`src/rtl/i2c_pkg.sv`:
```
`timescale 1ns/1ps
`default_nettype none
//==============================================================================
// Package  : i2c_pkg
// Purpose  : Shared types for the I2C transaction sequencer: byte-engine
//            command codes and the sequencer state encoding.
// Revision : 1.0  initial release
//==============================================================================
package i2c_pkg;

  // Command codes understood by the bit-level byte engine.
  typedef enum logic [1:0] {
    CMD_START = 2'b00,
    CMD_WRITE = 2'b01,
    CMD_READ  = 2'b10,
    CMD_STOP  = 2'b11
  } eng_cmd_t;

  // *_ISS states present a command to the engine, *_WT states wait for
  // the engine to report completion.
  typedef enum logic [3:0] {
    ST_IDLE      = 4'd0,
    ST_START_ISS = 4'd1,
    ST_START_WT  = 4'd2,
    ST_ADDR_ISS  = 4'd3,
    ST_ADDR_WT   = 4'd4,
    ST_TX_LOAD   = 4'd5,
    ST_WR_ISS    = 4'd6,
    ST_WR_WT     = 4'd7,
    ST_RD_ISS    = 4'd8,
    ST_RD_WT     = 4'd9,
    ST_RX_PUSH   = 4'd10,
    ST_STOP_ISS  = 4'd11,
    ST_STOP_WT   = 4'd12
  } seq_state_t;

endpackage : i2c_pkg
`default_nettype wire

```
`src/rtl/i2c_transaction_sequencer.sv`:
```
`timescale 1ns/1ps
`default_nettype none
//==============================================================================
// Module   : i2c_transaction_sequencer
// Purpose  : Master-side transaction controller. On a GO pulse it issues
//            START, address byte, N data bytes and STOP to the byte engine,
//            draining the TX FIFO (write) or filling the RX FIFO (read), and
//            reports busy / done / NACK / arbitration-loss status.
// Ports    : pclk, n_rst (async, active-low)
//            go, abort, cfg_rw, cfg_addr[6:0], cfg_count[CNT_W-1:0]  - control
//            tx_empty, tx_data[7:0] -> tx_pop                        - TX FIFO
//            rx_full -> rx_push, rx_data[7:0]                         - RX FIFO
//            eng_valid, eng_cmd[1:0], eng_wdata[7:0], eng_nack_last,
//            eng_ready, eng_done, eng_ack, eng_rdata[7:0], eng_arb_lost
//                                                                - byte engine
//            status_clear -> busy, done_flag, nack_flag, arb_flag     - status
// Revision : 1.0  initial release
//==============================================================================
module i2c_transaction_sequencer
  import i2c_pkg::*;
#(
  parameter int CNT_W = 6
) (
  input  logic             pclk,
  input  logic             n_rst,
  input  logic             go,
  input  logic             abort,
  input  logic             cfg_rw,
  input  logic [6:0]       cfg_addr,
  input  logic [CNT_W-1:0] cfg_count,
  input  logic             tx_empty,
  input  logic [7:0]       tx_data,
  output logic             tx_pop,
  input  logic             rx_full,
  output logic             rx_push,
  output logic [7:0]       rx_data,
  output logic             eng_valid,
  output logic [1:0]       eng_cmd,
  output logic [7:0]       eng_wdata,
  output logic             eng_nack_last,
  input  logic             eng_ready,
  input  logic             eng_done,
  input  logic             eng_ack,
  input  logic [7:0]       eng_rdata,
  input  logic             eng_arb_lost,
  input  logic             status_clear,
  output logic             busy,
  output logic             done_flag,
  output logic             nack_flag,
  output logic             arb_flag
);

  localparam logic [CNT_W-1:0] c_cnt_zero = '0;
  localparam logic [CNT_W-1:0] c_cnt_one  = {{(CNT_W-1){1'b0}}, 1'b1};

  seq_state_t       r_state, w_next;
  logic [CNT_W-1:0] r_count;
  logic             r_rw;
  logic [6:0]       r_addr;
  logic [7:0]       r_wbyte;
  logic [7:0]       r_rbyte;
  logic             r_abort;
  logic             r_done, r_nack, r_arb;

  eng_cmd_t w_cmd;
  logic     w_latch_cfg, w_dec, w_cap_tx, w_cap_rx;
  logic     w_set_done, w_set_nack, w_set_arb;
  logic     w_abort_any;
  logic     w_abort_ok;

  // A pulse arriving in the very cycle of a *_WT exit still counts.
  assign w_abort_any = r_abort | abort;
  assign w_abort_ok  = (r_state != ST_IDLE) && (r_state != ST_STOP_ISS) &&
                       (r_state != ST_STOP_WT);

  //--------------------------------------------------------------------------
  // Next state and outputs
  //--------------------------------------------------------------------------
  always_comb begin
    w_next        = r_state;
    w_cmd         = CMD_START;
    eng_valid     = 1'b0;
    eng_wdata     = 8'h00;
    eng_nack_last = 1'b0;
    tx_pop        = 1'b0;
    rx_push       = 1'b0;
    w_latch_cfg   = 1'b0;
    w_dec         = 1'b0;
    w_cap_tx      = 1'b0;
    w_cap_rx      = 1'b0;
    w_set_done    = 1'b0;
    w_set_nack    = 1'b0;
    w_set_arb     = 1'b0;

    case (r_state)
      ST_IDLE: begin
        if (go) begin
          w_latch_cfg = 1'b1;
          w_next      = ST_START_ISS;
        end
      end
      ST_START_ISS: begin
        eng_valid = 1'b1;
        w_cmd     = CMD_START;
        if (eng_ready) w_next = ST_START_WT;
      end
      ST_START_WT: begin
        if (eng_done) w_next = w_abort_any ? ST_STOP_ISS : ST_ADDR_ISS;
      end
      ST_ADDR_ISS: begin
        eng_valid = 1'b1;
        w_cmd     = CMD_WRITE;
        eng_wdata = {r_addr, r_rw};
        if (eng_ready) w_next = ST_ADDR_WT;
      end
      ST_ADDR_WT: begin
        if (eng_done) begin
          if (!eng_ack) begin
            w_set_nack = 1'b1;
            w_next     = ST_STOP_ISS;
          end else if (w_abort_any || (r_count == c_cnt_zero)) begin
            w_next = ST_STOP_ISS;
          end else begin
            w_next = r_rw ? ST_RD_ISS : ST_TX_LOAD;
          end
        end
      end
      ST_TX_LOAD: begin
        // The engine keeps the bus stretched while the FIFO is refilled.
        if (!tx_empty) begin
          tx_pop   = 1'b1;
          w_cap_tx = 1'b1;
          w_next   = ST_WR_ISS;
        end
      end
      ST_WR_ISS: begin
        eng_valid = 1'b1;
        w_cmd     = CMD_WRITE;
        eng_wdata = r_wbyte;
        if (eng_ready) w_next = ST_WR_WT;
      end
      ST_WR_WT: begin
        if (eng_done) begin
          w_dec = 1'b1;
          if (!eng_ack) begin
            w_set_nack = 1'b1;
            w_next     = ST_STOP_ISS;
          end else if (w_abort_any || (r_count <= c_cnt_one)) begin
            w_next = ST_STOP_ISS;
          end else begin
            w_next = ST_TX_LOAD;
          end
        end
      end
      ST_RD_ISS: begin
        eng_valid     = 1'b1;
        w_cmd         = CMD_READ;
        eng_nack_last = (r_count == c_cnt_one);
        if (eng_ready) w_next = ST_RD_WT;
      end
      ST_RD_WT: begin
        if (eng_done) begin
          w_dec    = 1'b1;
          w_cap_rx = 1'b1;
          w_next   = w_abort_any ? ST_STOP_ISS : ST_RX_PUSH;
        end
      end
      ST_RX_PUSH: begin
        if (!rx_full) begin
          rx_push = 1'b1;
          // Counter was already decremented on the READ completion.
          w_next  = (r_count != c_cnt_zero) ? ST_RD_ISS : ST_STOP_ISS;
        end
      end
      ST_STOP_ISS: begin
        eng_valid = 1'b1;
        w_cmd     = CMD_STOP;
        if (eng_ready) w_next = ST_STOP_WT;
      end
      ST_STOP_WT: begin
        if (eng_done) begin
          w_set_done = 1'b1;
          w_next     = ST_IDLE;
        end
      end
      default: w_next = ST_IDLE;
    endcase

    // Losing arbitration abandons the bus at once: no STOP, no FIFO traffic,
    // and it overrides anything a simultaneous eng_done would have done.
    if ((r_state != ST_IDLE) && eng_arb_lost) begin
      w_next     = ST_IDLE;
      w_set_arb  = 1'b1;
      w_set_done = 1'b0;
      w_set_nack = 1'b0;
      w_dec      = 1'b0;
      w_cap_tx   = 1'b0;
      w_cap_rx   = 1'b0;
      tx_pop     = 1'b0;
      rx_push    = 1'b0;
    end
  end

  assign eng_cmd   = w_cmd;
  assign rx_data   = r_rbyte;
  assign busy      = (r_state != ST_IDLE);
  assign done_flag = r_done;
  assign nack_flag = r_nack;
  assign arb_flag  = r_arb;

  //--------------------------------------------------------------------------
  // State and datapath registers
  //--------------------------------------------------------------------------
  always_ff @(posedge pclk or negedge n_rst) begin
    if (!n_rst) begin
      r_state <= ST_IDLE;
      r_count <= '0;
      r_rw    <= 1'b0;
      r_addr  <= '0;
      r_wbyte <= '0;
      r_rbyte <= '0;
      r_abort <= 1'b0;
      r_done  <= 1'b0;
      r_nack  <= 1'b0;
      r_arb   <= 1'b0;
    end else begin
      r_state <= w_next;

      if (w_latch_cfg) begin
        r_rw    <= cfg_rw;
        r_addr  <= cfg_addr;
        r_count <= cfg_count;
      end else if (w_dec && (r_count != c_cnt_zero)) begin
        r_count <= r_count - c_cnt_one;
      end

      if (w_cap_tx) r_wbyte <= tx_data;
      if (w_cap_rx) r_rbyte <= eng_rdata;

      // Pending abort is consumed once the STOP path (or IDLE) is reached.
      if ((w_next == ST_STOP_ISS) || (w_next == ST_IDLE)) r_abort <= 1'b0;
      else if (abort && w_abort_ok)                        r_abort <= 1'b1;

      // Sticky flags: a set in the same cycle as a clear wins.
      if (w_set_done)        r_done <= 1'b1;
      else if (status_clear) r_done <= 1'b0;
      if (w_set_nack)        r_nack <= 1'b1;
      else if (status_clear) r_nack <= 1'b0;
      if (w_set_arb)         r_arb  <= 1'b1;
      else if (status_clear) r_arb  <= 1'b0;
    end
  end

endmodule : i2c_transaction_sequencer
`default_nettype wire

```
`config.mk`:
```
export PLATFORM = sky130hd
export DESIGN_NAME = i2c_transaction_sequencer
export DESIGN_NICKNAME = d
export VERILOG_FILES = /design/src/rtl/i2c_pkg.sv /design/src/rtl/i2c_transaction_sequencer.sv
export SDC_FILE = /design/constraint.sdc
export NUM_CORES = 1
export LEC_CHECK = 0
export CAP_MARGIN = 20
export CELL_PAD_IN_SITES_DETAIL_PLACEMENT = 0
export CELL_PAD_IN_SITES_GLOBAL_PLACEMENT = 1
export CORE_ASPECT_RATIO = 1.4
export CORE_MARGIN = 4
export CORE_UTILIZATION = 30
export DETAILED_ROUTE_END_ITERATION = 10
export GPL_TIMING_DRIVEN = 0
export PLACE_DENSITY_LB_ADDON = 0.1
export SLEW_MARGIN = 30
export SYNTH_ARGS = -nofsm -noshare
export SYNTH_HDL_FRONTEND = slang
export SYNTH_SLANG_ARGS = --single-unit
```
`constraint.sdc`:
```
create_clock -name pclk -period 4.8 [get_ports pclk]
set_input_delay 0.48 -clock pclk [delete_from_list [all_inputs] [get_ports pclk]]
set_output_delay 0.48 -clock pclk [all_outputs]
set_load 0.05 [all_outputs]
```
==> out/metrics.yaml, run 1 <==
setup_path:
  cp_slowest_stage_delay_ps: 800
  reg2reg_depth: 8
  critical_path_required_ps: 4320
  worstSetupStartpointType: "flop"
  crit_path_top_delay_cell: "clkdlybuf4s50_1"
  r2r_setup_slack_ps: 2400
  rr_startpoint: "r_count[0]"
  worstPathArrival_ps: 3070
  crit_top_cell: "clkbuf_1"
  worst_setup_path_end_kind: "output port"
  cp_max_fo: 9
  crit_chain: "nand2b_1 -> clkbuf_1 -> or4_1 -> clkbuf_1 -> clkinv_1 -> clkdlybuf4s50_1"
  r2r_end: "r_abort"
  criticalPathCategory: "reg2out"
sta:
  worst_slack_ps: 1255
  maxSlewHeadroom_pct: 55.69
  finClkSkew_ps: 8.301
  final_max_slew_viol_count: 0
  tightest_slew_ps: 662.2
  fmax_mhz: 282.1
  rsz0062_at_grt: "no"
  setup_violations: 0
  tns_ps: 0
  hold_viol_final: 0
  period_minus_slack_ps: 3545
  finalCritPeriodShare_pct: 73.86
pwr:
  p_leak_nw: 1.281
  pwr-share-clk_pct: 19.7
  power_mw: 1.709
  power.density_mw_per_mm2: 542.3
  p_switching_mw: 0.7312
  combPwrFrac_pct: 49.5
  ir_worst_vdd_mv: 0.2638
  intPower_mw: 0.9779
  pwr-share-seq_pct: 30.8
  swShare_pct: 42.78
floorplan:
  die_y_um: 109.8
  die_x_um: 80.70
  rows: 36
  coreArea_mm2: 0.007072
  die_area_mm2: 0.008858
  start_util_pct: 31.39
  ioPinCount: 67
final_layout:
  nFillCells: 748
  nets: 353
  syn_to_final_growth_pct: 42.00
  antenna_cells: 0
  layout-drive-gt1-share_pct: 12.90
  design_area_mm2: 0.003152
logic_synthesis:
  synth_fp_nets: 279
  ys.flop_type: "dfrtp_1"
  postSynthAreaPerCell_um2: 9.445
  postSynthRegisterBits: 38
  synth_top_area_share_pct: 42.84
  synth_edf_count: 0
  yosys_warnings: 0
  ys_seq_area_share_pct: 42.84
  synthCells: 235
  synthArstFlopShare_pct: 100.0
  synth_area_leaders: "dfrtp_1, mux2_2, nand2_1"
  synth_top_area_cell: "dfrtp_1"
  synth.cell_area_mm2: 0.002220
  ys_types: 50
  synth.most_common_cell: "dfrtp_1"
  synthTopCellsByCount: "dfrtp_1, nand2_1, nor2_1"
placed_design:
  post_dp_cell_area_mm2: 0.003014
  hpwl_mm: 4.965
  dp_slack_ps: 1336
  portBuffers: 66
  place_congestion: 0.8279
global_route:
  grt_pass1_vias: 2087
  grt_max_degree: 28
  grt_pass1_wl_mm: 10.58
  grtUsageTotal_pct: 15.78
  antenna_found_initial: 0
  grt_overflow_total: 0
drt:
  drc: 0
  dr.pass1.iters: 4
  wire_per_inst_um: 16.41
  drtIter0Drc: 113
  vias_per_cell: 5.000
  postRouteAntennaNets: 0
  via_count: 2025
  drt_wl_total_mm: 6.647
clocking:
  h-tree-depth: 2
  clock_sinks: 38
  clk_path_buf_depth: 2
  clock_latency_ps: 300
  cts_tree: "yes"
  ctsHoldBuffers: 0
  cts_root_buf: "clkbuf_8"
  clk_pin_slew_ps: 90
  postCtsSetupBuffers: 0
  cts_resized: 0
  cts_buffers: 5
job:
  drv_cap: 0
status:
  status: "finished, final reports clean"
worst_hold_path:
  hold_path.class: "in2async"
sequential cells by signal, indices dropped and copies added (netlist names):
signal and count:
r_state 4, nack_flag 1, r_count 6, done_flag 1, r_wbyte 8, r_rw 1, r_addr 7, arb_flag 1
r_abort 1, rx_data 8
power groups by stage:
stage | Clock [mW] | Sequential [mW] | Combinational, mW
after floorplan | 0 | 0.640 | 0.461
final | 0.337 | 0.526 | 0.847
after detailed placement | 0 | 0.533 | 0.850
after CTS | 0.349 | 0.528 | 0.855
after global placement | 0 | 0.530 | 0.850
after global routing | 0.359 | 0.543 | 0.913
layout by cell type (no fill, tap or decap), drive strengths merged, types with 3 or more instances in the layout:
cell type | Yosys | routed
a21oi | 13 | 13
a22oi | 8 | 8
buf | 5 | 7
clkbuf | 8 | 13
clkdlybuf4s50 | 0 | 65
dfrtp | 38 | 38
ha | 3 | 3
inv | 9 | 9
mux2 | 17 | 17
mux2i | 3 | 3
nand2 | 31 | 31
nand2b | 10 | 10
nand3 | 5 | 5
nor2 | 26 | 26
nor2b | 3 | 3
nor3 | 5 | 5
nor4 | 4 | 4
o21ai | 6 | 6
o22ai | 3 | 3
or2 | 3 | 3
xor2 | 3 | 3
per-stage QoR:
step | cells | utilization, % | hold WS (ps)
finish | 405 | 44.57 | 60.87
global route | 405 | 44.57 | 76.71
CTS | 405 | 44.57 | 76.26
detailed placement | 397 | 42.62 | 401.8
global placement | 396 | 42.41 | 460.7
floorplan | 235 | - | 184.4
kinds of logic after synthesis:
| kind of cell | count (synthesis) | synth area share (%) |
|---|---|---|
| AOI/OAI and AO/OA | 47 | 15.22 |
| xor gates and xnor gates | 5 | 1.973 |
| adders and majority gates | 3 | 1.691 |
| buffers and inverters | 23 | 4.621 |
| DFF | 38 | 42.84 |
| muxes | 20 | 9.977 |
| and+or+nand+nor | 99 | 23.68 |
worst max-delay path by stage:
| stage | startpoint | endpoint | slack (ps) | depth (start not counted) |
|---|---|---|---|---|
| detailed placement | eng_arb_lost | tx_pop | 1340 | 5 |
| finish | r_state[3] | tx_pop | 1250 | 6 |
| floorplan | r_state[2] | eng_valid | 2290 | 5 |
| global route | r_state[3] | tx_pop | 1070 | 6 |
| CTS | r_state[3] | tx_pop | 1220 | 6 |
| global placement | eng_arb_lost | tx_pop | 1310 | 5 |
per-layer routing:
layer,GRT usage (%),wire (um),vias to the layer above
met1,18.26,2752,986
li1,-,-,974
met2,28.02,3442,52
met3,4.016,351,13
met5,0,0,-
met4,5.314,101,0
critical path: cells and delay by family (launching register included):
kind | cells | cell delay [ps]
buf+inv | 4 | 1880
flops | 1 | 550
simple gates | 2 | 330
cell type report:
type	instances	area, um^2	share of cell area (%)
Tap cell	95	118.9	3.771
Buffer	13	65.06	2.064
Sequential cell	38	950.9	30.17
Clock inverter	3	68.82	2.183
Multi-Input combinational cell	174	1166	37.00
Timing Repair Buffer	67	675.6	21.44
Inverter	10	37.54	1.191
Clock buffer	5	68.82	2.183
Power figures use the tool's default switching activity.
==> run 2, diff against run 1 <==
- clock period: 4.8 -> 3.45 ns (I/O delays scaled with it)
==> run 2 against run 1 <==
Against the previous run: power increased by 39%; via count about the same; clock power increased by 39%; critical path type unchanged; worst setup slack got worse by 990 ps; first-iteration DRC count down 14%; wire length barely moved; global-route usage about the same; sequential cell count is the same; register-to-register slack got worse by 1400 ps; non-clock buffer count grew 1; core utilization up 0.21 points; die area unchanged.
==> out/metrics.yaml, run 2 (synthesis gave the netlist of run 1 again) <==
global_route:
  grt_pass1_vias: 2099
  grt_overflow_total: 0
  grt_max_degree: 28
  grt_pass1_wl_mm: 10.61
  grtUsageTotal_pct: 15.81
  grt-busiest-layer: "met2"
  grt_use_met3_pct: 4.016
  grt.met1_usage_pct: 18.26
  met2_usage_pct: 28.14
  antenna_found_initial: 0
drt:
  wire_per_inst_um: 16.37
  postRouteAntennaNets: 0
  drt_wl_total_mm: 6.646
  drtIter0Drc: 97
  drc: 0
  via_count: 2023
  dr.pass1.iters: 4
  vias_per_cell: 4.983
clocking:
  cts_root_buf: "clkbuf_8"
  clk_pin_slew_ps: 90
  cts_tree: "yes"
  clk_path_buf_depth: 2
  cts_buffers: 5
  clock_sinks: 38
  clock_latency_ps: 300
  h-tree-depth: 2
floorplan:
  ioPinCount: 67
  die_y_um: 109.8
  coreArea_mm2: 0.007072
  start_util_pct: 31.39
  die_x_um: 80.70
  rows: 36
  die_area_mm2: 0.008858
pwr:
  combPwrFrac_pct: 49.6
  p_switching_mw: 1.018
  swShare_pct: 42.78
  intPower_mw: 1.361
  ir_worst_vdd_mv: 0.3670
  power.density_mw_per_mm2: 751.4
  p_leak_nw: 1.303
  pwr-share-clk_pct: 19.7
  pwr-share-seq_pct: 30.8
  power_mw: 2.380
setup_path:
  cp.depth: 7
  crit_buf_inv: 4
  worstSetupStartpointType: "flop"
  r2r_end: "r_abort"
  rr_startpoint: "r_count[0]"
  critical_path_required_ps: 3110
  crit_chain: "buf_4 -> clkbuf_1 -> inv_1 -> nor2_2 -> a22oi_1 -> nor2_1 -> clkdlybuf4s50_1"
  cp_slowest_stage_delay_ps: 820
  crit_path_top_delay_cell: "clkdlybuf4s50_1"
  worstPathArrival_ps: 2840
  reg2reg_depth: 8
  worst_setup_path_end_kind: "output port"
  cp_max_fo: 10
  r2r_setup_slack_ps: 1040
  crit_end: "eng_wdata[0]"
  startpoint: "r_state[2]"
  criticalPathCategory: "reg2out"
  cpLargestDelayFamily: "buffers and inverters"
sta:
  tns_ps: 0
  finClkSkew_ps: 7.692
  period_minus_slack_ps: 3187
  final_max_slew_viol_count: 0
  worst_slack_ps: 262.8
  rsz0062_at_grt: "no"
  setup_violations: 0
  fmax_mhz: 313.8
  tightest_slew_ps: 676.8
  finalCritPeriodShare_pct: 92.38
  whs_ps: 470.2
  hold_viol_final: 0
  maxSlewHeadroom_pct: 54.72
worst_hold_path:
  hold_path.class: "in2async"
final_layout:
  layout-drive-gt1-share_pct: 13.18
  antenna_cells: 0
  nets: 354
  layout_commonest_cell: "clkdlybuf4s50_1"
  syn_to_final_growth_pct: 42.67
  post-route-util_pct: 44.78
  layout_common_cells: "clkdlybuf4s50_1, dfrtp_1, nand2_1"
placed_design:
  place_congestion: 0.8279
  portBuffers: 66
  dp_slack_ps: 255.8
  hpwl_mm: 4.965
status:
  status: "finished, final reports clean"
job:
  drv_cap: 0
[run 2: cell types whose count changed in the layout (fill, tap and decap cells not counted), sizes merged]
cell,previous run,this run
dlygate4sd3,0,1
clkdlybuf4s50,65,64
dlymetal6s2s,0,1
[run 2: cell type report]
type / count / area, um^2
fillers: 747 / 3905
multi-input cells: 174 / 1169
flip-flops and latches: 38 / 950.9
repair buffers: 68 / 688.2
well taps: 95 / 118.9
clock buffers: 5 / 68.82
clock inverters: 3 / 68.82
plain buffers: 13 / 65.06
inverters: 10 / 37.54
[run 2: stage by stage]
| stage | instances | cell area [um^2] |
|---|---|---|
| after floorplan | 235 | 2220 |
| after global placement | 396 | 2999 |
| after detailed placement | 397 | 3014 |
| after CTS | 406 | 3162 |
| after global routing | 406 | 3167 |
| final | 406 | 3167 |
[run 2: worst min-delay path by stage]
| stage | end | slack [ps] | cells past startpoint |
|---|---|---|---|
| 2_1_floorplan | arb_flag | 50 | 0 |
| 3_3_place_gp | r_wbyte[4] | 460 | 2 |
| 3_5_place_dp | r_count[2] | 270 | 1 |
| 4_1_cts | r_wbyte[4] | 480 | 2 |
| 5_1_grt | r_count[2] | 500 | 2 |
| 6_report | r_count[2] | 470 | 2 |
[run 2: timing repair]
item / CTS / global route
resized for setup: 0 / 2
endpoints found under the setup margin: 0 / 9
setup buffers: 0 / 0
hold buffers: 1 / 0
endpoints found under the hold margin: 11 / 0
[run 2: power by group through the flow]
stage | clock network (mW) | logic [mW] | registers (mW)
6_report | 0.468 | 1.18 | 0.732
5_1_grt | 0.500 | 1.27 | 0.756
4_1_cts | 0.486 | 1.19 | 0.734
3_5_place_dp | 0 | 1.18 | 0.742
3_3_place_gp | 0 | 1.18 | 0.737
2_1_floorplan | 0 | 0.642 | 0.890
[run 2: metal layers]
metal | share of wire, % | wire [um]
met1 | 41 | 2725
met2 | 52 | 3451
met3 | 5.5 | 368
met4 | 1.5 | 100
met5 | 0 | 0
